[config.mk]
export PLATFORM = sky130hd
export DESIGN_NAME = out_channel_fifo
export DESIGN_NICKNAME = d
export VERILOG_FILES = /design/src/rtl/out_channel_fifo.sv
export SDC_FILE = /design/constraint.sdc
export NUM_CORES = 1
export LEC_CHECK = 0
export CAP_MARGIN = 10
export CORE_AREA = 2 2 86 88
export DETAILED_ROUTE_END_ITERATION = 10
export DIE_AREA = 0 0 88 90
export DONT_BUFFER_PORTS = 1
export PLACE_DENSITY = 0.69
export SETUP_SLACK_MARGIN = 0.15
export SLEW_MARGIN = 10
export SYNTH_ARGS = -nofsm -noshare
export SYNTH_HDL_FRONTEND = slang
export SYNTH_SLANG_ARGS = --single-unit
export TNS_END_PERCENT = 50
[constraint.sdc]
create_clock -name clock -period 2.4 [get_ports clock]
set_input_delay 0.48 -clock clock [delete_from_list [all_inputs] [get_ports clock]]
set_output_delay 0.48 -clock clock [all_outputs]
set_load 0.005 [all_outputs]
[src/rtl/out_channel_fifo.sv]
// Output-channel FIFO for the Zero VM "out" instruction: buffers core writes and
// hands them to the host over valid/ready. Optional wrap mode: `OUT_CHANNEL_WRAP_EN.
module out_channel_fifo #(
  parameter int WIDTH  = 12,
  parameter int DEPTH  = 4,
  parameter int TOTALW = 16
) (
  input  logic                         clock,
  input  logic                         reset,
  input  logic                         in_valid,
  input  logic [WIDTH-1:0]             in_data,
  input  logic                         vm_finished,
  output logic                         out_valid,
  output logic [WIDTH-1:0]             out_data,
  input  logic                         out_ready,
  output logic [$clog2(DEPTH+1)-1:0]   count,
  output logic                         overflow,
  output logic [TOTALW-1:0]            total,
  output logic                         done
);

  localparam int PTRW = (DEPTH > 1) ? $clog2(DEPTH) : 1;
  localparam int CNTW = $clog2(DEPTH + 1);
  localparam logic [CNTW-1:0]   FULL_CNT  = CNTW'(DEPTH);
  localparam logic [TOTALW-1:0] TOTAL_MAX = '1;

  typedef enum logic [1:0] {
    ST_RUN,
    ST_DRAIN,
    ST_DONE
  } state_t;

  state_t            state_q;
  logic [WIDTH-1:0]  mem_q [DEPTH];
  logic [PTRW-1:0]   head_q, head_d;
  logic [PTRW-1:0]   tail_q, tail_d;
  logic [CNTW-1:0]   count_q, count_d;
  logic [TOTALW-1:0] total_q, total_d;
  logic              overflow_q, overflow_d;
  logic              done_q;

  logic popEn;
  logic isFull;
  logic pushReq;
  logic pushEn;
  logic overwrite;
  logic fullHit;

  assign popEn   = (count_q != '0) && out_ready;
  assign isFull  = (count_q == FULL_CNT);
  assign pushReq = in_valid && (state_q == ST_RUN);
  assign fullHit = pushReq && isFull && !popEn;

`ifdef OUT_CHANNEL_WRAP_EN
  // A push into a full FIFO replaces the oldest word, like the core's outMemPos wrap.
  assign pushEn    = pushReq;
  assign overwrite = fullHit;
`else
  assign pushEn    = pushReq && (!isFull || popEn);
  assign overwrite = 1'b0;
`endif

  always_comb begin
    head_d     = head_q;
    tail_d     = tail_q;
    count_d    = count_q;
    total_d    = total_q;
    overflow_d = overflow_q | fullHit;
    if (popEn || overwrite) head_d = head_q + PTRW'(1);
    if (pushEn)             tail_d = tail_q + PTRW'(1);
    // An overwrite moves both pointers, so occupancy stays at DEPTH.
    case ({pushEn && !overwrite, popEn})
      2'b10:   count_d = count_q + CNTW'(1);
      2'b01:   count_d = count_q - CNTW'(1);
      default: count_d = count_q;
    endcase
    if (pushEn && (total_q != TOTAL_MAX)) total_d = total_q + TOTALW'(1);
  end

  always_ff @(posedge clock) begin
    if (reset) begin
      for (int i = 0; i < DEPTH; i++) mem_q[i] <= '0;
      head_q     <= '0;
      tail_q     <= '0;
      count_q    <= '0;
      total_q    <= '0;
      overflow_q <= 1'b0;
    end else begin
      if (pushEn) mem_q[tail_q] <= in_data;
      head_q     <= head_d;
      tail_q     <= tail_d;
      count_q    <= count_d;
      total_q    <= total_d;
      overflow_q <= overflow_d;
    end
  end

  // Draining keeps popping; done only once the buffer has been seen empty.
  always_ff @(posedge clock) begin
    if (reset) begin
      state_q <= ST_RUN;
      done_q  <= 1'b0;
    end else begin
      case (state_q)
        ST_RUN: begin
          if (vm_finished) state_q <= ST_DRAIN;
        end
        ST_DRAIN: begin
          if (count_q == '0) begin
            state_q <= ST_DONE;
            done_q  <= 1'b1;
          end
        end
        ST_DONE: begin
          done_q <= 1'b1;
        end
        default: begin
          state_q <= ST_RUN;
          done_q  <= 1'b0;
        end
      endcase
    end
  end

  assign out_valid = (count_q != '0);
  assign out_data  = mem_q[head_q];
  assign count     = count_q;
  assign overflow  = overflow_q;
  assign total     = total_q;
  assign done      = done_q;

endmodule

==> metrics.md <==
| Metric | Value |
|---|---|
| Post-Syn Area | `0.00358 sq mm` |
| Via-per-instance ratio | `5.60` |
| Nature of the critical path startpoint | `register` |
| Antenna violations before repair | `0` |
| CP endpoint kind | `register` |
| Setup TNS | `0 ns` |
| Final hold vios | `0` |
| Worst-skew pair later-pin latency | `0.33 ns` |
| Worst-path fanout max | `5` |
| Critical Path RT | `2.67 ns` |
| # Max-Cap Violations | `0` |
| Max frequency | `0.453 GHz` |
| Reg2reg setup slack | `0.19 ns` |
| H-tree lvl count | `3` |
| Delay-heaviest family, CP | `adder cells` |
| CORE AREA | `0.00702 sq mm` |
| GR Util All Layers | `18.4%` |
| Final Slew Violations | `0` |
| Total number of vias | `2241` |
| GR Util met2 | `31.3%` |
| Comb power frac | `26.5%` |
| Height of the die | `90 um` |
| RSZ-0062 raised after global routing | `yes` |
| Inserted Diodes | `0` |
| Worst hold start | `reset` |
| Max incr delay on CP | `0.38 ns` |
| # setup viols final | `0` |
| GR peak layer | `met2` |
| P_int | `2560 uW` |
| CTS Root Cell | `clkbuf_8` |
| Syn avg cell area | `12.4 sq um` |
| Die boundary width | `88 um` |
| Syn_nets | `313` |
| Reg2reg start | `state_q[0]$_SDFFE_PP0P_` |
| Drt first pass iters | `4` |
| WHS Endpoint | `total[1]$_SDFFE_PP0P_` |
| Cell area after layout | `0.00393 sq mm` |
| Post-synth ARST share | `0%` |
| First DRT Iteration DRCs | `81` |
| Count leader, synth | `and2_1` |
| Ports | `51` |
| Overall routed net length | `6760 um` |
| FF+latch count, synth | `77` |
| Hold Path Class | `input pin to register` |
| Post-DRT Antenna Nets | `0` |
| Area leader, netlist | `edfxtp_1` |
| GRT Residual Overflow | `0` |
| # fillers | `580` |
| CTS max path bufs | `2` |
| VDD IR-drop max | `0.730 mV` |
| Placed cell area | `0.00373 sq mm` |
| Global-route met1 utilization | `22.2%` |
| Status | `finished, final reports clean` |
| Final RePlAce weighted congestion | `0.773` |
| Vias in the first global route | `2281` |
| CP arrival | `2.47 ns` |
| Port bufs | `0` |
| Mapped Cells | `288` |
| Clock share of power | `25.3%` |
| Cells on worst reg2reg path | `11` |
| Wire per inst | `16.9 um` |
| Post-synth EDFFs | `48` |
| Part of the cycle the worst path needs | `91.9%` |
| Sequential share of power | `48.2%` |
| Most frequent cell on the critical path | `inv_1` |
| Largest net degree at the start of global routing | `34` |
| Synth top cells by count | `and2_1 (51), edfxtp_1 (48), dfxtp_1 (29)` |
| Dpl hpwl | `4520 um` |
| Final Critical Period | `2.21 ns` |
| Power Dens Cells | `918 mW/mm^2` |
| Die ar. | `0.00792 sq mm` |
| LEAKAGE | `0.00138 uW` |
| CTS tree | `built` |
| Layout cell share with drive strength beyond 1 | `17.3%` |
| Synth warn | `0` |
| Crit-path slowest cell | `dfxtp_1` |
| Slew headroom | `61.0%` |
| NetSw | `1050 uW` |
| Yosys cell types | `45` |
| Total clock sinks | `77` |
| Seq/Total Area, Yosys | `56.5%` |
| Number of CTS-inserted buffers | `9` |
| Area Growth Syn to Fin | `9.86%` |
| Cells along the critical path | `inv_1 > ha_1 > nand2_2 > nor2_4 > inv_2 > ha_4 > inv_1 > fa_2 > xor2_1 > or3_1 > a21oi_1` |
| First-pass GRT wire length | `11200 um` |
| Initial core utilization | `51.0%` |
| Layout net count | `321` |
| Reg2reg end | `count[2]$_SDFFE_PP0P_` |
| Share of the synthesized area in the top cell type | `40.3%` |
| Buf/Inv on CP | `3` |
| Min-Delay Path Depth | `1` |
| Met3 usage | `4.59%` |
| Final Skew | `0.00546 ns` |
| Critical path class | `register to register` |
| Largest cells by area after synthesis | `edfxtp_1 (40%), dfxtp_1 (16%), and2_1 (8.9%)` |
| Clock transition at path regs | `0.07 ns` |
| Tightest Pin Transition | `0.584 ns` |
| Setup Buffers After CTS | `0` |
| Row count | `31` |
| Switching share of power | `29.0%` |
| Main synth FF type | `edfxtp_1` |
| DRC errors left | `0` |
-- worst max path at each step --
stage | from | end | slack (ns) | depth (start not counted)
global placement | out_ready | count[2]$_SDFFE_PP0P_ | 0.23 | 9
detailed placement | state_q[0]$_SDFFE_PP0P_ | mem_q[0][10]$_SDFFCE_PN0P_ | 0.15 | 8
CTS | state_q[0]$_SDFFE_PP0P_ | mem_q[0][6]$_SDFFCE_PN0P_ | 0.17 | 8
global route | state_q[0]$_SDFFE_PP0P_ | count[2]$_SDFFE_PP0P_ | 0.03 | 11
floorplan | state_q[0]$_SDFFE_PP0P_ | mem_q[3][0]$_DFFE_PP_ | 0.15 | 5
finish | state_q[0]$_SDFFE_PP0P_ | count[2]$_SDFFE_PP0P_ | 0.19 | 11
-- sequential cells by signal (all words and copies together), names as in the netlist, named ones only --
name and cells:
count 3, state_q 2, tail_q 2, mem_q 48
head_q 2, total 16, done 1, overflow 1
-- area by class of cell --
class	count	area [sq um]	area share, %
sequential	77	2020	51.4
multi-input combinational	187	1490	37.8
clock buffer	14	143	3.63
tap	99	124	3.15
timing repair buffer	11	82.6	2.10
inverter	10	37.5	0.955
clock inverter	2	35.0	0.891
-- logic make-up after synthesis --
kind of cell,count (synthesis),synth area share (%)
flip-flops,77,56.5
AO/OA/AOI/OAI,40,7.06
buffers and inverters,25,3.08
adder cells (fa/ha/maj),8,3.01
multiplexers,15,8.39
XOR/XNOR,6,1.47
AND/OR/NAND/NOR,117,20.5
-- worst register-to-register path, cell delays in order, from the launching register on --
cell and delay (ns):
dfxtp_1 0.38, inv_1 0.10, ha_1 0.27, nand2_2 0.13
nor2_4 0.07, inv_2 0.09, ha_4 0.13, inv_1 0.05
fa_2 0.33, xor2_1 0.15, or3_1 0.30, a21oi_1 0.13
-- through the flow --
step	instances	total power (uW)	hold WS [ns]	setup WS [ns]	utilization [%]
after floorplan	288	2500	0.460	0.153	-
after global placement	383	2680	0.504	0.235	53.1
after detailed placement	383	2720	0.498	0.151	53.1
after CTS	399	3630	0.193	0.174	55.7
after global routing	400	3830	0.189	0.0284	56.0
final	400	3610	0.207	0.194	56.0
-- power groups by stage --
stage / Clock, uW / Combinational, uW / Sequential (uW)
CTS: 932 / 960 / 1740
global placement: 0 / 926 / 1760
global route: 984 / 1080 / 1770
floorplan: 0 / 768 / 1730
finish: 914 / 957 / 1740
detailed placement: 0 / 950 / 1770
-- placed cells by master (no fill, tap or decap), drive strengths merged --
cell type,netlist,routed
and2,51,51
edfxtp,48,48
dfxtp,29,29
a21oi,16,16
clkbuf,8,14
nor2,13,13
mux4,12,12
buf,7,11
inv,10,10
o31ai,8,8
or4,8,8
nand2,8,8
nand4,7,7
o21ai,7,7
ha,7,7
or3,6,6
nand3,5,5
and3,5,5
or2,4,5
nor4,3,3
xor2,3,3
mux2i,3,3
xnor2,3,3
nor3,2,2
a31oi,2,2
and4,2,2
nor4b,1,1
or4b,1,1
o211ai,1,1
o21bai,1,1
o311a,1,1
a211oi,1,1
nand3b,1,1
a221oi,1,1
o311ai,1,1
o41ai,1,1
fa,1,1
clkinv,0,1
bufinv,0,1
-- per-layer routing --
metal	part of all wire (%)	wire, um
met5	0	0
met4	1.5	99
met3	5.4	364
met2	52	3490
met1	41	2800
-- timing repair --
item	in CTS	in global routing
cloned	0	1
setup endpoints to repair	13	29
resized for setup	1	4
hold buffers	0	0
pin swaps	0	1
(Power assumes the default switching activity.)
